<file path="src/rtl/uart_pkg.sv">
// Shared defaults and divisor arithmetic for the fractional UART baud generator.
// Holds the default oversample ratio and divisor widths, plus a helper that
// turns a clock frequency / baud rate pair into integer and fractional
// clocks-per-oversample-period.
package uart_pkg;

    localparam int OVERSAMPLE_DEF = 16;
    localparam int DIV_W_DEF      = 16;
    localparam int FRAC_W_DEF     = 4;

    typedef struct packed {
        logic [31:0] int_part;
        logic [31:0] frac_part;
    } div_cfg_t;

    // Floor-divided integer part, and the fractional remainder expressed in
    // units of 2^-frac_w clocks.
    function automatic div_cfg_t calc_div(input longint clk_freq,
                                          input longint baud,
                                          input longint oversample,
                                          input longint frac_w);
        longint   den;
        longint   scaled;
        div_cfg_t r;
        den         = baud * oversample;
        scaled      = (clk_freq <<< frac_w) / den;
        r.int_part  = 32'(clk_freq / den);
        r.frac_part = 32'(scaled % (longint'(1) <<< frac_w));
        return r;
    endfunction

endpackage

</file>
<file path="src/rtl/uart_frac_accum.sv">
// Fractional phase accumulator for the baud generator.
// Ports:
//   clk, rst_n - clock and asynchronous active-low reset
//   clear      - synchronous clear of the accumulator to zero
//   step       - advance the accumulator by frac at a period boundary
//   frac       - fractional divisor currently in force
//   carry      - overflow of acc + frac; lengthens the current period by one clock
module uart_frac_accum
    import uart_pkg::*;
#(
    parameter int FRAC_W = FRAC_W_DEF
) (
    input  logic              clk,
    input  logic              rst_n,
    input  logic              clear,
    input  logic              step,
    input  logic [FRAC_W-1:0] frac,
    output logic              carry
);

    logic [FRAC_W-1:0] acc;
    logic [FRAC_W:0]   sum;

    // acc holds the phase at the start of the current period, so the carry
    // seen during the period is the one that decides its length.
    assign sum   = {1'b0, acc} + {1'b0, frac};
    assign carry = sum[FRAC_W];

    always_ff @(posedge clk or negedge rst_n) begin
        if (!rst_n) begin
            acc <= '0;
        end else if (clear) begin
            acc <= '0;
        end else if (step) begin
            acc <= sum[FRAC_W-1:0];
        end
    end

endmodule

</file>
<file path="src/rtl/uart_baud_gen_frac.sv">
// Fractional-N UART baud generator.
// Produces an oversample strobe whose period averages div_int + div_frac/2^FRAC_W
// clocks, and a bit strobe once every OVERSAMPLE oversample strobes.
// Ports:
//   clk, rst_n         - clock and asynchronous active-low reset
//   en                 - count enable; counters hold while low
//   restart            - synchronous realignment of all counters to zero
//   div_load           - capture div_int/div_frac (rejected when div_int < 2)
//   div_int, div_frac  - integer and fractional clocks per oversample period
//   os_tick            - one-cycle strobe in the last cycle of each period
//   baud_tick          - one-cycle strobe coincident with the os_phase wrap
//   os_phase           - index of the current oversample period within the bit
//   cfg_err            - one-cycle pulse when a load is rejected
module uart_baud_gen_frac
    import uart_pkg::*;
#(
    parameter int CLK_FREQ     = 50000000,
    parameter int DEFAULT_BAUD = 9600,
    parameter int OVERSAMPLE   = OVERSAMPLE_DEF,
    parameter int DIV_W        = DIV_W_DEF,
    parameter int FRAC_W       = FRAC_W_DEF
) (
    input  logic                          clk,
    input  logic                          rst_n,
    input  logic                          en,
    input  logic                          restart,
    input  logic                          div_load,
    input  logic [DIV_W-1:0]              div_int,
    input  logic [FRAC_W-1:0]             div_frac,
    output logic                          os_tick,
    output logic                          baud_tick,
    output logic [$clog2(OVERSAMPLE)-1:0] os_phase,
    output logic                          cfg_err
);

    localparam int                PH_W     = $clog2(OVERSAMPLE);
    localparam div_cfg_t          DEF_CFG  = calc_div(CLK_FREQ, DEFAULT_BAUD, OVERSAMPLE, FRAC_W);
    localparam logic [DIV_W-1:0]  DEF_INT  = DEF_CFG.int_part[DIV_W-1:0];
    localparam logic [FRAC_W-1:0] DEF_FRAC = DEF_CFG.frac_part[FRAC_W-1:0];

    logic              rst_meta_p0;
    logic              rst_sync_p1;
    logic [DIV_W-1:0]  int_active;
    logic [DIV_W-1:0]  int_shadow;
    logic [FRAC_W-1:0] frac_active;
    logic [FRAC_W-1:0] frac_shadow;
    logic [DIV_W:0]    cyc_cnt;
    logic [DIV_W:0]    period_len;
    logic              carry;
    logic              period_end;
    logic              clear;
    logic              acc_step;
    logic              load_ok;
    logic              apply_div;

    // Reset release synchroniser stage: counters stay cleared until the
    // deasserted reset has passed through both flops.
    always_ff @(posedge clk or negedge rst_n) begin
        if (!rst_n) begin
            rst_meta_p0 <= 1'b0;
            rst_sync_p1 <= 1'b0;
        end else begin
            rst_meta_p0 <= 1'b1;
            rst_sync_p1 <= rst_meta_p0;
        end
    end

    assign load_ok    = div_load && (div_int >= DIV_W'(2));
    assign clear      = !rst_sync_p1 || restart;
    // DIV_W+1 bits so int_active + carry cannot wrap at the maximum divisor.
    assign period_len = {1'b0, int_active} + {{DIV_W{1'b0}}, carry};
    // >= rather than == keeps the counter bounded if the divisor shrinks
    // while the counter is parked mid-period.
    assign period_end = (cyc_cnt + (DIV_W+1)'(1)) >= period_len;
    assign acc_step   = en && period_end && !clear;
    // The shadow is copied whenever it cannot disturb a running period.
    assign apply_div  = clear || !en || period_end;

    uart_frac_accum #(
        .FRAC_W (FRAC_W)
    ) u_accum (
        .clk   (clk),
        .rst_n (rst_n),
        .clear (clear),
        .step  (acc_step),
        .frac  (frac_active),
        .carry (carry)
    );

    // Period counter, phase and strobe stage.
    always_ff @(posedge clk or negedge rst_n) begin
        if (!rst_n) begin
            int_active  <= DEF_INT;
            frac_active <= DEF_FRAC;
            int_shadow  <= DEF_INT;
            frac_shadow <= DEF_FRAC;
            cyc_cnt     <= '0;
            os_phase    <= '0;
            os_tick     <= 1'b0;
            baud_tick   <= 1'b0;
            cfg_err     <= 1'b0;
        end else begin
            os_tick   <= 1'b0;
            baud_tick <= 1'b0;
            cfg_err   <= div_load && !load_ok;

            if (load_ok) begin
                int_shadow  <= div_int;
                frac_shadow <= div_frac;
            end

            // A load in the same cycle as the apply point bypasses the shadow
            // so the latest valid value always wins.
            if (apply_div) begin
                int_active  <= load_ok ? div_int  : int_shadow;
                frac_active <= load_ok ? div_frac : frac_shadow;
            end

            if (clear) begin
                cyc_cnt  <= '0;
                os_phase <= '0;
            end else if (en) begin
                if (period_end) begin
                    cyc_cnt   <= '0;
                    os_tick   <= 1'b1;
                    os_phase  <= os_phase + PH_W'(1);
                    baud_tick <= (os_phase == PH_W'(OVERSAMPLE - 1));
                end else begin
                    cyc_cnt <= cyc_cnt + (DIV_W+1)'(1);
                end
            end
        end
    end

endmodule

</file>
<file path="config.mk">
export PLATFORM = sky130hd
export DESIGN_NAME = uart_baud_gen_frac
export DESIGN_NICKNAME = d
export VERILOG_FILES = /design/src/rtl/uart_pkg.sv /design/src/rtl/uart_frac_accum.sv /design/src/rtl/uart_baud_gen_frac.sv
export SDC_FILE = /design/constraint.sdc
export NUM_CORES = 1
export LEC_CHECK = 0
export BUFFER_PORTS_ARGS = -buffer_cell sky130_fd_sc_hd__buf_2
export CAP_MARGIN = 30
export CORE_ASPECT_RATIO = 2
export CORE_MARGIN = 2
export CORE_UTILIZATION = 30
export DETAILED_ROUTE_END_ITERATION = 7
export PLACE_DENSITY = 0.57
export RECOVER_POWER = 100
export SLEW_MARGIN = 20
export SYNTH_ARGS = -nofsm -noshare
export SYNTH_HDL_FRONTEND = slang
export SYNTH_SLANG_ARGS = --single-unit
</file>
<file path="constraint.sdc">
create_clock -name clk -period 7.81 [get_ports clk]
set_clock_uncertainty 0.05 [all_clocks]
set_input_delay 1.1715 -clock clk [delete_from_list [all_inputs] [get_ports clk]]
set_output_delay 1.1715 -clock clk [all_outputs]
set_load 0.05 [all_outputs]
</file>
Yosys cells after proc, flatten, opt, wreduce, memory -nomap -nowiden --
Cells that the tools add are included.
Word-level totals: register bits after elaboration 70, output and inout port bits 7, input bits 25, word-level logic and storage cells 50
Cells by class: equal/unequal tests 1, multiplexer cells 16, reduce and logical (&&, ||, !) cells 15, add/subtract/negate cells 4, $lt $le $gt $ge 2
Operators by type and width (count):
- $mux 17 | 3
- $mux 4 | 6
- $add 16x1->17 | 1
- $add 17x1->17 const B | 1
- $ge 17x17->1 | 1
- $ge 16x2->1 const B | 1
- $mux 16 | 1
- $mux 1 | 6
- $reduce_bool 2->1 | 3
- $add 4x4->5 | 1
- $add 4x1->4 const B | 1
- $eq 4x4->1 const B | 1
- $logic_and 1x1->1 | 4
- $logic_not 1->1 | 4
- $logic_or 1x1->1 | 3
- $reduce_and 2->1 | 1

Logic depth before layout (Yosys ltp) --
Gate-level depths: netlist of the first run.
depth after elaboration 7, gate-level depth with buffers 18

By module --
From an unflattened synthesis of the first run, not the netlist that was laid out.
Second synthesis, totals: cell total of the unflattened synthesis 356, area total of the unflattened synthesis 3876.2 um^2
By module, submodules not included:
- uart_baud_gen_frac | cells each 328, instances 1, area each 3577.2 um^2
- uart_frac_accum | cells each 28, instances 1, area each 299.0 um^2

Worst setup path before layout of the first run --
OpenSTA, ideal clock, no wires.
kind register to register, start reg frac_active[0], end reg frac_active[2], required time 7.635 ns, stages on the path, launching flop included 17, buffers on the path 1, period minus slack after synthesis 3.820 ns, data arrival time 3.645 ns, setup slack 3.990 ns, cell sequence dfrtp_1 -> ha_1 -> fa_1 -> a21o_1 -> a21o_1 -> ha_1 -> ha_1 -> nand2_1 -> nor3_1 -> xnor2_1 -> ha_1 -> and4_1 -> nor4b_4 -> a211oi_4 -> o2111ai_4 -> buf_6 -> mux2_4
On the way: word-level cells in the longest chain between the ends 4
Ends and longest elaborated chain:
- start, declared | RTL line uart_baud_gen_frac.sv:45 | logic [FRAC_W-1:0] frac_active;
- start signal, assigned | RTL line uart_baud_gen_frac.sv:116 | frac_active <= load_ok ? div_frac : frac_shadow;
- $add 4x4->5 | RTL line uart_frac_accum.sv:26 | assign sum = {1'b0, acc} + {1'b0, frac};
- $add 16x1->17 | RTL line uart_baud_gen_frac.sv:71 | assign period_len = {1'b0, int_active} + {{DIV_W{1'b0}}, carry};
- $ge 17x17->1 | RTL line uart_baud_gen_frac.sv:74 | assign period_end = (cyc_cnt + (DIV_W+1)'(1)) >= period_len;
- $logic_or 1x1->1 | RTL line uart_baud_gen_frac.sv:77 | assign apply_div = clear || !en || period_end;
Every way passes these cells. A chain may end at the register's enable or synchronous reset.

Worst setup path after layout of the first run --
start reg frac_active[0], end reg int_active[7]
On the way: word-level cells in the longest chain between the ends 4
Ends and longest elaborated chain:
- $add 4x4->5 | RTL line uart_frac_accum.sv:26
- $add 16x1->17 | RTL line uart_baud_gen_frac.sv:71
- $ge 17x17->1 | RTL line uart_baud_gen_frac.sv:74
- $logic_or 1x1->1 | RTL line uart_baud_gen_frac.sv:77
- end signal, assigned | RTL line uart_baud_gen_frac.sv:115 | int_active <= load_ok ? div_int : int_shadow;
- end, declared | RTL line uart_baud_gen_frac.sv:43 | logic [DIV_W-1:0] int_active;
Every way passes these cells.

==> qor.yml, run 1 <==
status:
  outcome: "finished, violations left"
  violations: "max-capacitance violations, max-slew violations"
grt:
  grt_pass1_wl_mm: 14.3
  grt_max_degree: 71
  grt-ovfl-total: 0
  grt_pass1_vias: 2942
  grt_use_total: 0.126
  antenna_found_initial: 0
setup_path:
  crit_start: "frac_active[0]"
  critical_path_class: "flop to flop"
  crit_path_start_kind: "flop"
  crit_path_max_fanout: 24
  worst_ep_arrival_time_ns: 5.47
  cp.required_ns: 7.97
  critPathCaptureType: "flop"
  rr_startpoint: "frac_active[0]"
  r2r_slack_ns: 2.51
clock_network:
  htreeDepth: 3
  post_cts_buffers: 0
  cts_hold_buf: 0
  ctsResizeCount: 0
  cts_root_buf: "clkbuf_16"
  clkSinkCount: 70
  clkTransAtPathRegs_ns: 0.06
  insertion_delay_ns: 0.33
  cts_buffer_depth: 2
  cts_inserted_buffers: 9
  cts_tree: "yes"
timing:
  worst_pin_slew_ns: 2.81
  setup_ws_ns: 2.51
  rsz0062_at_grt: "false"
  min_period_ns: 5.30
  tns_ns: 0
  final_max_slew_viol_count: 79
  period_share: 0.679
  finalHoldViolCount: 0
  whs_ns: 0.299
  finalSetupViolations: 0
  max_freq_mhz: 189
  slew_headroom: -0.877
synthesis:
  synth_seq_area_share: 0.449
  synth.yosys.warnings: 0
  synthCells: 354
  ys_ff_latch: 70
  avgSynthCellArea_um2: 11.1
  postSynthNetCount: 405
  synth.distinct_cells: 46
  syn_area_um2: 3930
pwr:
  clockPowerShare: 0.500
  p_int_uw: 757
  total_power_uw: 975
  ir_worst_vdd_v: 0.000149
  p_sw_uw: 218
  pwr-share-comb: 0.081
  seqPwrFrac: 0.419
  powerDensity_nw_per_um2: 217
  switching_share: 0.224
  p_leak_nw: 2.02
run:
  drv_cap: 2
finish:
  fin_util: 0.347
  final_cell_area_um2: 4480
  final_layout_size_suffix_gt1_frac: 0.162
  num-fill-cells: 1276
  syn2layout_area_growth_pct: 14.0
  final_cells: 546
  mostFrequentLayoutCell: "dfrtp_1"
  mostFrequentLayoutCells: "dfrtp_1, nand2_1, mux2_1, ha_1, buf_2"
  fin_nets: 440
  antenna_cells: 0
drt:
  drt_iter0_markers: 134
  via_per_inst: 4.92
  drc_errors: 0
  final_antenna_net_count: 0
  routedWlPerCell_um: 15.1
  drt_pass1_iterations: 6
  vias: 2684
  wl_mm: 8.24
placed_design:
  place_ws_ns: 3.19
  dpl.hpwl_mm: 6.16
  globalplace.congestion: 0.815
  dp_cells: 528
  place_area_um2: 4230
  port_buffers: 31
floorplan:
  die_area_um2: 14100
  die_w_um: 85.0
  rows: 59
  start_util: 0.304
  die_h_um: 166
  ios: 32
  core-area_um2: 12900
worst_hold_path:
  holdCritStartpoint: "rst_meta_p0"
  holdCritPathClass: "flop to flop"
[power by group through the flow]
stage,Sequential [mW],Combinational (mW),Clock [mW]
floorplan,0.410,0.0659,0
global placement,0.415,0.0904,0
detailed placement,0.416,0.0933,0
CTS,0.410,0.0940,0.497
global route,0.412,0.0907,0.512
finish,0.409,0.0791,0.487
[cell usage after synthesis (all sizes together)]
| cell type | count | area (um^2) |
|---|---|---|
| dfrtp | 60 | 1500 |
| mux2 | 39 | 507 |
| nand2 | 38 | 143 |
| ha | 25 | 313 |
| xnor2 | 19 | 166 |
| nand3 | 18 | 90.1 |
| nor2 | 15 | 56.3 |
| o21ai | 15 | 75.1 |
| xor2 | 13 | 114 |
| inv | 12 | 45.0 |
| dfstp | 10 | 263 |
| nand4 | 9 | 56.3 |
| buf | 8 | 52.6 |
| nand2b | 8 | 50.1 |
| a21oi | 7 | 35.0 |
| a21o | 6 | 45.0 |
| and4 | 5 | 43.8 |
| nor4 | 5 | 31.3 |
| a211oi | 4 | 47.5 |
| clkbuf | 4 | 15.0 |
| nor3 | 4 | 20.0 |
| o22ai | 4 | 31.3 |
| or2 | 4 | 25.0 |
| and2 | 2 | 12.5 |
| and3 | 2 | 12.5 |
| nor2b | 2 | 12.5 |
| o211ai | 2 | 15.0 |
| a211o | 1 | 8.76 |
| a21boi | 1 | 7.51 |
| a2bb2oi | 1 | 8.76 |
| a31o | 1 | 8.76 |
| conb | 1 | 3.75 |
| fa | 1 | 20.0 |
| mux2i | 1 | 10.0 |
| nor3b | 1 | 7.51 |
| nor4b | 1 | 23.8 |
| o2111ai | 1 | 26.3 |
| o21bai | 1 | 7.51 |
| o31ai | 1 | 7.51 |
| or3 | 1 | 6.26 |
| or4 | 1 | 7.51 |
[path summary, 6_finish.rpt]
check | to | cells past startpoint
max | int_active[7] | 16
min | rst_sync_p1 | 0
max reg2reg | int_active[7] | 16
min reg2reg | rst_sync_p1 | 0
max in group asynchronous | cyc_cnt[4] | 3
min in group asynchronous | cyc_cnt[15] | 2
[logic make-up (layout without fill, tap and decap cells)]
| family | count (synthesis) | after routing | share of synthesized area |
|---|---|---|---|
| AND/OR/NAND/NOR | 116 | 116 | 0.152 |
| flip-flops | 70 | 70 | 0.449 |
| AO/OA/AOI/OAI | 45 | 45 | 0.0824 |
| multiplexers | 40 | 40 | 0.131 |
| XOR/XNOR | 32 | 32 | 0.0713 |
| adder cells (fa/ha/maj) | 26 | 26 | 0.0846 |
| buffers and inverters | 24 | 64 | 0.0286 |
| other | 1 | 1 | 0.000954 |
[metal layers]
layer	share of wire	wire length, um	track usage	vias to the layer above
met5	0	0	0	-
met4	0.035	289	0.0649	0
met3	0.022	179	0.0253	19
met2	0.57	4670	0.235	36
met1	0.38	3100	0.128	1316
li1	-	-	-	1313
[cell type report]
| type | count | area, um^2 | area share |
|---|---|---|---|
| multi-input combinational | 260 | 1950 | 0.436 |
| sequential | 70 | 1760 | 0.393 |
| clock buffer | 11 | 253 | 0.0564 |
| tap | 152 | 190 | 0.0424 |
| timing repair buffer | 36 | 175 | 0.0391 |
| clock inverter | 5 | 104 | 0.0232 |
| inverter | 12 | 45.0 | 0.0100 |
[critical path, stage by stage (launching register included)]
cell	delay (ns)
dfrtp_1	0.38
ha_1	0.23
fa_1	0.41
a21o_1	0.20
a21o_1	0.19
ha_1	0.23
ha_1	0.26
nand2_1	0.13
nor2_1	0.07
xnor2_1	0.13
ha_1	0.29
a211oi_1	0.07
o21bai_1	0.25
o21ai_0	0.15
o2111ai_1	1.30
buf_4	0.47
mux2_1	0.36
[sequential cells by signal, indices dropped and copies added (netlist names)]
| register | count |
|---|---|
| cyc_cnt | 17 |
| u_accum.acc | 4 |
| os_phase | 4 |
| os_tick | 1 |
| int_active | 16 |
| cfg_err | 1 |
| rst_sync_p1 | 1 |
| frac_active | 4 |
| baud_tick | 1 |
| int_shadow | 16 |
| rst_meta_p0 | 1 |
| frac_shadow | 4 |
No activity file was read; power rests on OpenSTA's default activity.
==> inputs of run 2 (changes only) <==
PLACE_DENSITY = 0.58   (was 0.57)
clock period = 4.71 ns   (was 7.81 ns; I/O delays follow)
==> qor.yml, run 2 (same netlist as run 1, synthesis figures left out) <==
status:
  outcome: "finished, violations left"  # unchanged
  violations: "max-capacitance violations, max-slew violations"  # unchanged
clock_network:
  cts_inserted_buffers: 9  # unchanged
  cts_root_buf: "clkbuf_16"  # unchanged
  cts_hold_buf: 0  # unchanged
  htreeDepth: 3  # unchanged
  clkTransAtPathRegs_ns: 0.06  # about the same
  ctsResizeCount: 0  # unchanged
  post_cts_buffers: 0  # unchanged
  clkSinkCount: 70  # unchanged
  cts_buffer_depth: 2  # unchanged
  insertion_delay_ns: 0.33  # about the same
  cts_tree: "yes"  # unchanged
drt:
  drt_pass1_iterations: 4  # was 6
  final_antenna_net_count: 0  # unchanged
  drt_iter0_markers: 131  # was 134
  vias: 2749  # was 2684
  drc_errors: 0  # unchanged
  via_per_inst: 5.02  # was 4.92
  wl_mm: 8.42  # was 8.24 mm
  routedWlPerCell_um: 15.4  # was 15.1 um
setup_path:
  crit_path_start_kind: "flop"  # unchanged
  path_cells: "ha_1 -> fa_1 -> a21o_1 -> a21o_1 -> ha_1 -> ha_1 -> nand2_1 -> nor2_1 -> xnor2_1 -> ha_1 -> a211oi_1 -> o21bai_1 -> o21ai_0 -> o2111ai_4 -> buf_4 -> mux2_1"  # was ha_1 -> fa_1 -> a21o_1 -> a21o_1 -> ha_1 -> ha_1 -> nand2_1 -> nor2_1 -> xnor2_1 -> ha_1 -> a211oi_1 -> o21bai_1 -> o21ai_0 -> o2111ai_1 -> buf_4 -> mux2_1
  cp.required_ns: 4.87  # was 7.97 ns
  cpMostUsedCell: "ha_1"  # unchanged
  worst_ep_arrival_time_ns: 4.48  # was 5.47 ns
  critPathCaptureType: "flop"  # unchanged
  critical_path_class: "flop to flop"  # unchanged
  cp_num_buf_inv: 1  # unchanged
  critPathMaxStageDelay_ns: 0.41  # was 1.30 ns
  cpLargestDelayFamily: "compound AO/OA/AOI/OAI gates"  # unchanged
  cp_slowest_cell: "fa_1"  # was o2111ai_1
  crit_path_max_fanout: 12  # was 24
pwr:
  clockPowerShare: 0.450  # was 0.500
  powerDensity_nw_per_um2: 330  # was 217 nW/um^2
  seqPwrFrac: 0.461  # was 0.419
  ir_worst_vdd_v: 0.000191  # was 0.000149 V
  p_int_mw: 1.12  # was 757 uW
  p_leak_nw: 1.99  # was 2.02 nW
  p_sw_uw: 354  # was 218 uW
  switching_share: 0.240  # was 0.224
  pwr-share-comb: 0.089  # was 0.081
timing:
  tns_ns: 0  # unchanged
  setup_ws_ns: 0.387  # was 2.51 ns
  period_share: 0.918  # was 0.679
  rsz0062_at_grt: "false"  # unchanged
  worst_pin_slew_ns: 2.78  # was 2.81 ns
  finalHoldViolCount: 0  # unchanged
  min_period_ns: 4.32  # was 5.30 ns
  final_max_slew_viol_count: 54  # was 79
  finalSetupViolations: 0  # unchanged
  max_freq_mhz: 231  # was 189 MHz
  slew_headroom: -0.856  # was -0.877
run:
  drv_cap: 1  # was 2
floorplan:
  rows: 59  # unchanged
  ios: 32  # unchanged
  die_h_um: 166  # unchanged
  core-area_um2: 12900  # unchanged
  die_w_um: 85.0  # unchanged
  die_area_um2: 14100  # unchanged
  start_util: 0.304  # unchanged
grt:
  grt_pass1_vias: 2911  # was 2942
  grt-ovfl-total: 0  # unchanged
  grt_pass1_wl_mm: 14.4  # was 14.3 mm
  grt_max_degree: 71  # unchanged
  grt_use_total: 0.130  # was 0.126
  antenna_found_initial: 0  # unchanged
placed_design:
  place_ws_ns: 0.391  # was 3.19 ns
  port_buffers: 31  # unchanged
  dpl.hpwl_mm: 6.41  # was 6.16 mm
  globalplace.congestion: 0.789  # was 0.815
  dp_cells: 531  # was 528
finish:
  largest_register_ffs: 17  # unchanged
  final_layout_size_suffix_gt1_frac: 0.169  # was 0.162
  mostFrequentLayoutCell: "dfrtp_1"  # unchanged
  fin_nets: 442  # was 440
  num-fill-cells: 1308  # was 1276
  largest_register: "cyc_cnt"  # unchanged
  syn2layout_area_growth_pct: 13.5  # was 14.0%
  final_cells: 548  # was 546
  mostFrequentLayoutCells: "dfrtp_1, nand2_1, mux2_1, ha_1, buf_2"  # unchanged
  reg_top3: "cyc_cnt (17), int_active (16), int_shadow (16)"  # unchanged
  antenna_cells: 0  # unchanged
worst_hold_path:
  holdCritPathClass: "flop to flop"  # unchanged
[run 2: area by class of cell]
cell class | instances | area (um^2) | area share
Timing Repair Buffer | 38 | 191 | 0.0429
Inverter | 12 | 45.0 | 0.0101
Clock buffer | 12 | 236 | 0.0530
Multi-Input combinational cell | 260 | 1990 | 0.445
Sequential cell | 70 | 1760 | 0.395
Tap cell | 152 | 190 | 0.0426
Clock inverter | 4 | 48.8 | 0.0109
[run 2: power groups by stage]
stage	combinational (mW)	clock, mW	sequential, mW
6_report	0.132	0.662	0.678
4_1_cts	0.156	0.680	0.680
5_1_grt	0.151	0.697	0.684
3_5_place_dp	0.154	0	0.691
3_3_place_gp	0.150	0	0.688
2_1_floorplan	0.109	0	0.679
[run 2: worst reg2reg max path, stage by stage, from the launching register on]
cell and delay [ns]:
dfrtp_1 0.39, ha_1 0.23, fa_1 0.41, a21o_1 0.19, a21o_1 0.20, ha_1 0.23, ha_1 0.26, nand2_1 0.14
nor2_1 0.07, xnor2_1 0.12, ha_1 0.28, a211oi_1 0.23, o21bai_1 0.16, o21ai_0 0.40, o2111ai_4 0.23, buf_4 0.27
mux2_1 0.33
[run 2: metal layers]
| layer | share of wire | vias to the layer above | global-route usage |
|---|---|---|---|
| li1 | - | 1322 | - |
| met1 | 0.37 | 1371 | 0.131 |
| met2 | 0.58 | 41 | 0.248 |
| met3 | 0.023 | 15 | 0.0234 |
| met4 | 0.028 | 0 | 0.0642 |
| met5 | 0 | - | 0 |
[run 2: through the flow]
step / instance area [um^2] / utilization / power (mW) / hold slack, ns
after CTS: 4540 / 0.351 / 1.52 / 0.306
after floorplan: 3930 / - / 0.788 / 0.281
after global routing: 4460 / 0.346 / 1.53 / 0.317
after global placement: 4250 / 0.329 / 0.838 / 0.286
final: 4460 / 0.346 / 1.47 / 0.301
after detailed placement: 4260 / 0.329 / 0.845 / 0.293
[run 2: path summary, 6_finish.rpt]
check	end	cells after the start	slack [ns]	start
max	int_active[15]	16	0.39	frac_active[0]
min	rst_sync_p1	0	0.30	rst_meta_p0
max reg2reg	int_active[15]	16	0.39	frac_active[0]
min reg2reg	rst_sync_p1	0	0.30	rst_meta_p0
max in group asynchronous	cyc_cnt[8]	3	0.91	rst_n
min in group asynchronous	os_phase[3]	2	0.54	rst_n
==> inputs of run 3 (changes only) <==
BUFFER_PORTS_ARGS = -buffer_cell sky130_fd_sc_hd__buf_4   (was -buffer_cell sky130_fd_sc_hd__buf_2)
==> qor.yml, run 3 (same netlist as run 1, synthesis figures left out) <==
pwr:
  p_int_mw: 1.12  # about the same
  powerDensity_nw_per_um2: 325  # was 330 nW/um^2
  seqPwrFrac: 0.462  # was 0.461
  clockPowerShare: 0.445  # was 0.450
  switching_share: 0.234  # was 0.240
  pwr-share-comb: 0.093  # was 0.089
  p_sw_uw: 344  # was 354 uW
  p_leak_nw: 2.01  # was 1.99 nW
  ir_worst_vdd_v: 0.000200  # was 0.000191 V
  total_power_mw: 1.47  # about the same
finish:
  largest_register_ffs: 17  # unchanged
  antenna_cells: 0  # unchanged
  final_cell_area_um2: 4510  # was 4460 um^2
  final_layout_size_suffix_gt1_frac: 0.162  # was 0.169
  largest_register: "cyc_cnt"  # unchanged
  mostFrequentLayoutCells: "dfrtp_1, nand2_1, mux2_1, buf_4, ha_1"  # was dfrtp_1, nand2_1, mux2_1, ha_1, buf_2
  reg_top3: "cyc_cnt (17), int_active (16), int_shadow (16)"  # unchanged
  num-fill-cells: 1280  # was 1308
  mostFrequentLayoutCell: "dfrtp_1"  # unchanged
  fin_nets: 441  # was 442
  final_cells: 547  # was 548
  syn2layout_area_growth_pct: 14.6  # was 13.5%
drt:
  wl_mm: 8.09  # was 8.42 mm
  drc_errors: 0  # unchanged
  via_per_inst: 4.92  # was 5.02
  drt_iter0_markers: 132  # was 131
  routedWlPerCell_um: 14.8  # was 15.4 um
  final_antenna_net_count: 0  # unchanged
  vias: 2693  # was 2749
  drt_pass1_iterations: 4  # unchanged
timing:
  min_period_ns: 4.42  # was 4.32 ns
  period_share: 0.938  # was 0.918
  finalSetupViolations: 0  # unchanged
  max_freq_mhz: 226  # was 231 MHz
  rsz0062_at_grt: "false"  # unchanged
  worst_pin_slew_ns: 2.87  # was 2.78 ns
  whs_ns: 0.297  # was 0.301 ns
  tns_ns: 0  # unchanged
  finalHoldViolCount: 0  # unchanged
  slew_headroom: -0.914  # was -0.856
  final_max_slew_viol_count: 55  # was 54
floorplan:
  start_util: 0.304  # unchanged
  die_area_um2: 14100  # unchanged
  core-area_um2: 12900  # unchanged
  rows: 59  # unchanged
  ios: 32  # unchanged
  die_w_um: 85.0  # unchanged
  die_h_um: 166  # unchanged
clock_network:
  cts_buffer_depth: 2  # unchanged
  clkSinkCount: 70  # unchanged
  ctsResizeCount: 0  # unchanged
  cts_inserted_buffers: 9  # unchanged
  insertion_delay_ns: 0.33  # about the same
  cts_root_buf: "clkbuf_16"  # unchanged
  cts_hold_buf: 0  # unchanged
  cts_tree: "yes"  # unchanged
  htreeDepth: 3  # unchanged
  post_cts_buffers: 0  # unchanged
  clkTransAtPathRegs_ns: 0.06  # about the same
grt:
  met1_usage: 0.127  # was 0.131
  grtUsageMet2: 0.233  # was 0.248
  grt_pass1_wl_mm: 13.8  # was 14.4 mm
  met3_usage: 0.0209  # was 0.0234
  top_usage_layer: "met2"  # unchanged
  grt-ovfl-total: 0  # unchanged
  grt_pass1_vias: 2852  # was 2911
  grt_use_total: 0.124  # was 0.130
  antenna_found_initial: 0  # unchanged
  grt_max_degree: 71  # unchanged
setup_path:
  critPathCaptureType: "flop"  # unchanged
  crit_path_max_fanout: 16  # was 12
  r2r-end: "int_active[4]"  # was int_active[15]
  rr_startpoint: "frac_active[0]"  # unchanged
  rr_worst_depth: 16  # unchanged
  critical_path_class: "flop to flop"  # unchanged
  crit_path_start_kind: "flop"  # unchanged
  worst_ep_arrival_time_ns: 4.57  # was 4.48 ns
  cp.required_ns: 4.86  # was 4.87 ns
  r2r_slack_ns: 0.29  # was 0.39 ns
placed_design:
  dpl.hpwl_mm: 6.12  # was 6.41 mm
  place_area_um2: 4320  # was 4260 um^2
  port_buffers: 31  # unchanged
  globalplace.congestion: 0.822  # was 0.789
  dp_cells: 529  # was 531
worst_hold_path:
  holdCritStartpoint: "rst_meta_p0"  # unchanged
  min_to: "rst_sync_p1"  # unchanged
  holdCritPathClass: "flop to flop"  # unchanged
  hold-path-cell-count: 0  # unchanged
status:
  violations: "max-capacitance violations, max-slew violations"  # unchanged
  outcome: "finished, violations left"  # unchanged
run:
  drv_cap: 1  # unchanged
-- run 3: worst max-delay path by stage --
stage | startpoint | end | cells after the start | slack, ns
floorplan | frac_active[0] | frac_active[2] | 16 | 0.89
global placement | frac_active[0] | int_active[4] | 16 | 0.38
detailed placement | frac_active[0] | int_active[9] | 16 | 0.27
CTS | frac_active[0] | int_active[4] | 16 | 0.24
global route | frac_active[0] | int_active[9] | 16 | 0.03
finish | frac_active[0] | int_active[4] | 16 | 0.29
-- run 3: power by group through the flow --
stage	Clock, mW	Sequential (mW)	Combinational (mW)
floorplan	0	0.679	0.109
global placement	0	0.688	0.153
detailed placement	0	0.689	0.158
CTS	0.671	0.679	0.159
global route	0.693	0.682	0.156
finish	0.653	0.677	0.136
-- run 3: metal layers --
layer  wire length (um)  share of wire  vias to the layer above
li1                   -              -                     1318
met1               3050           0.38                     1321
met2               4630           0.57                       38
met3                181          0.022                       16
met4                229          0.028                        0
met5                  0              0                        -
-- run 3: cell type report --
cell class,instances,area [um^2],share of cell area
multi-input cells,260,1980,0.440
flip-flops and latches,70,1760,0.391
repair buffers,37,240,0.0533
clock buffers,12,236,0.0525
well taps,152,190,0.0422
clock inverters,4,48.8,0.0108
inverters,12,45.0,0.00999
-- run 3: per-stage QoR --
stage	util	setup slack [ns]
after floorplan	-	0.890
after global placement	0.334	0.379
after detailed placement	0.334	0.267
after CTS	0.356	0.240
after global routing	0.349	0.0268
final	0.349	0.292
-- run 3: worst max-delay path: stages (launching register included) --
cell	delay [ns]
dfrtp_1	0.38
ha_1	0.23
fa_1	0.41
a21o_1	0.20
a21o_1	0.20
ha_1	0.23
ha_1	0.26
nand2_1	0.14
nor3_1	0.09
xnor2_1	0.18
ha_1	0.27
and4_1	0.21
nor4b_2	0.18
a211oi_4	0.32
o2111ai_4	0.29
buf_4	0.31
mux2_1	0.34
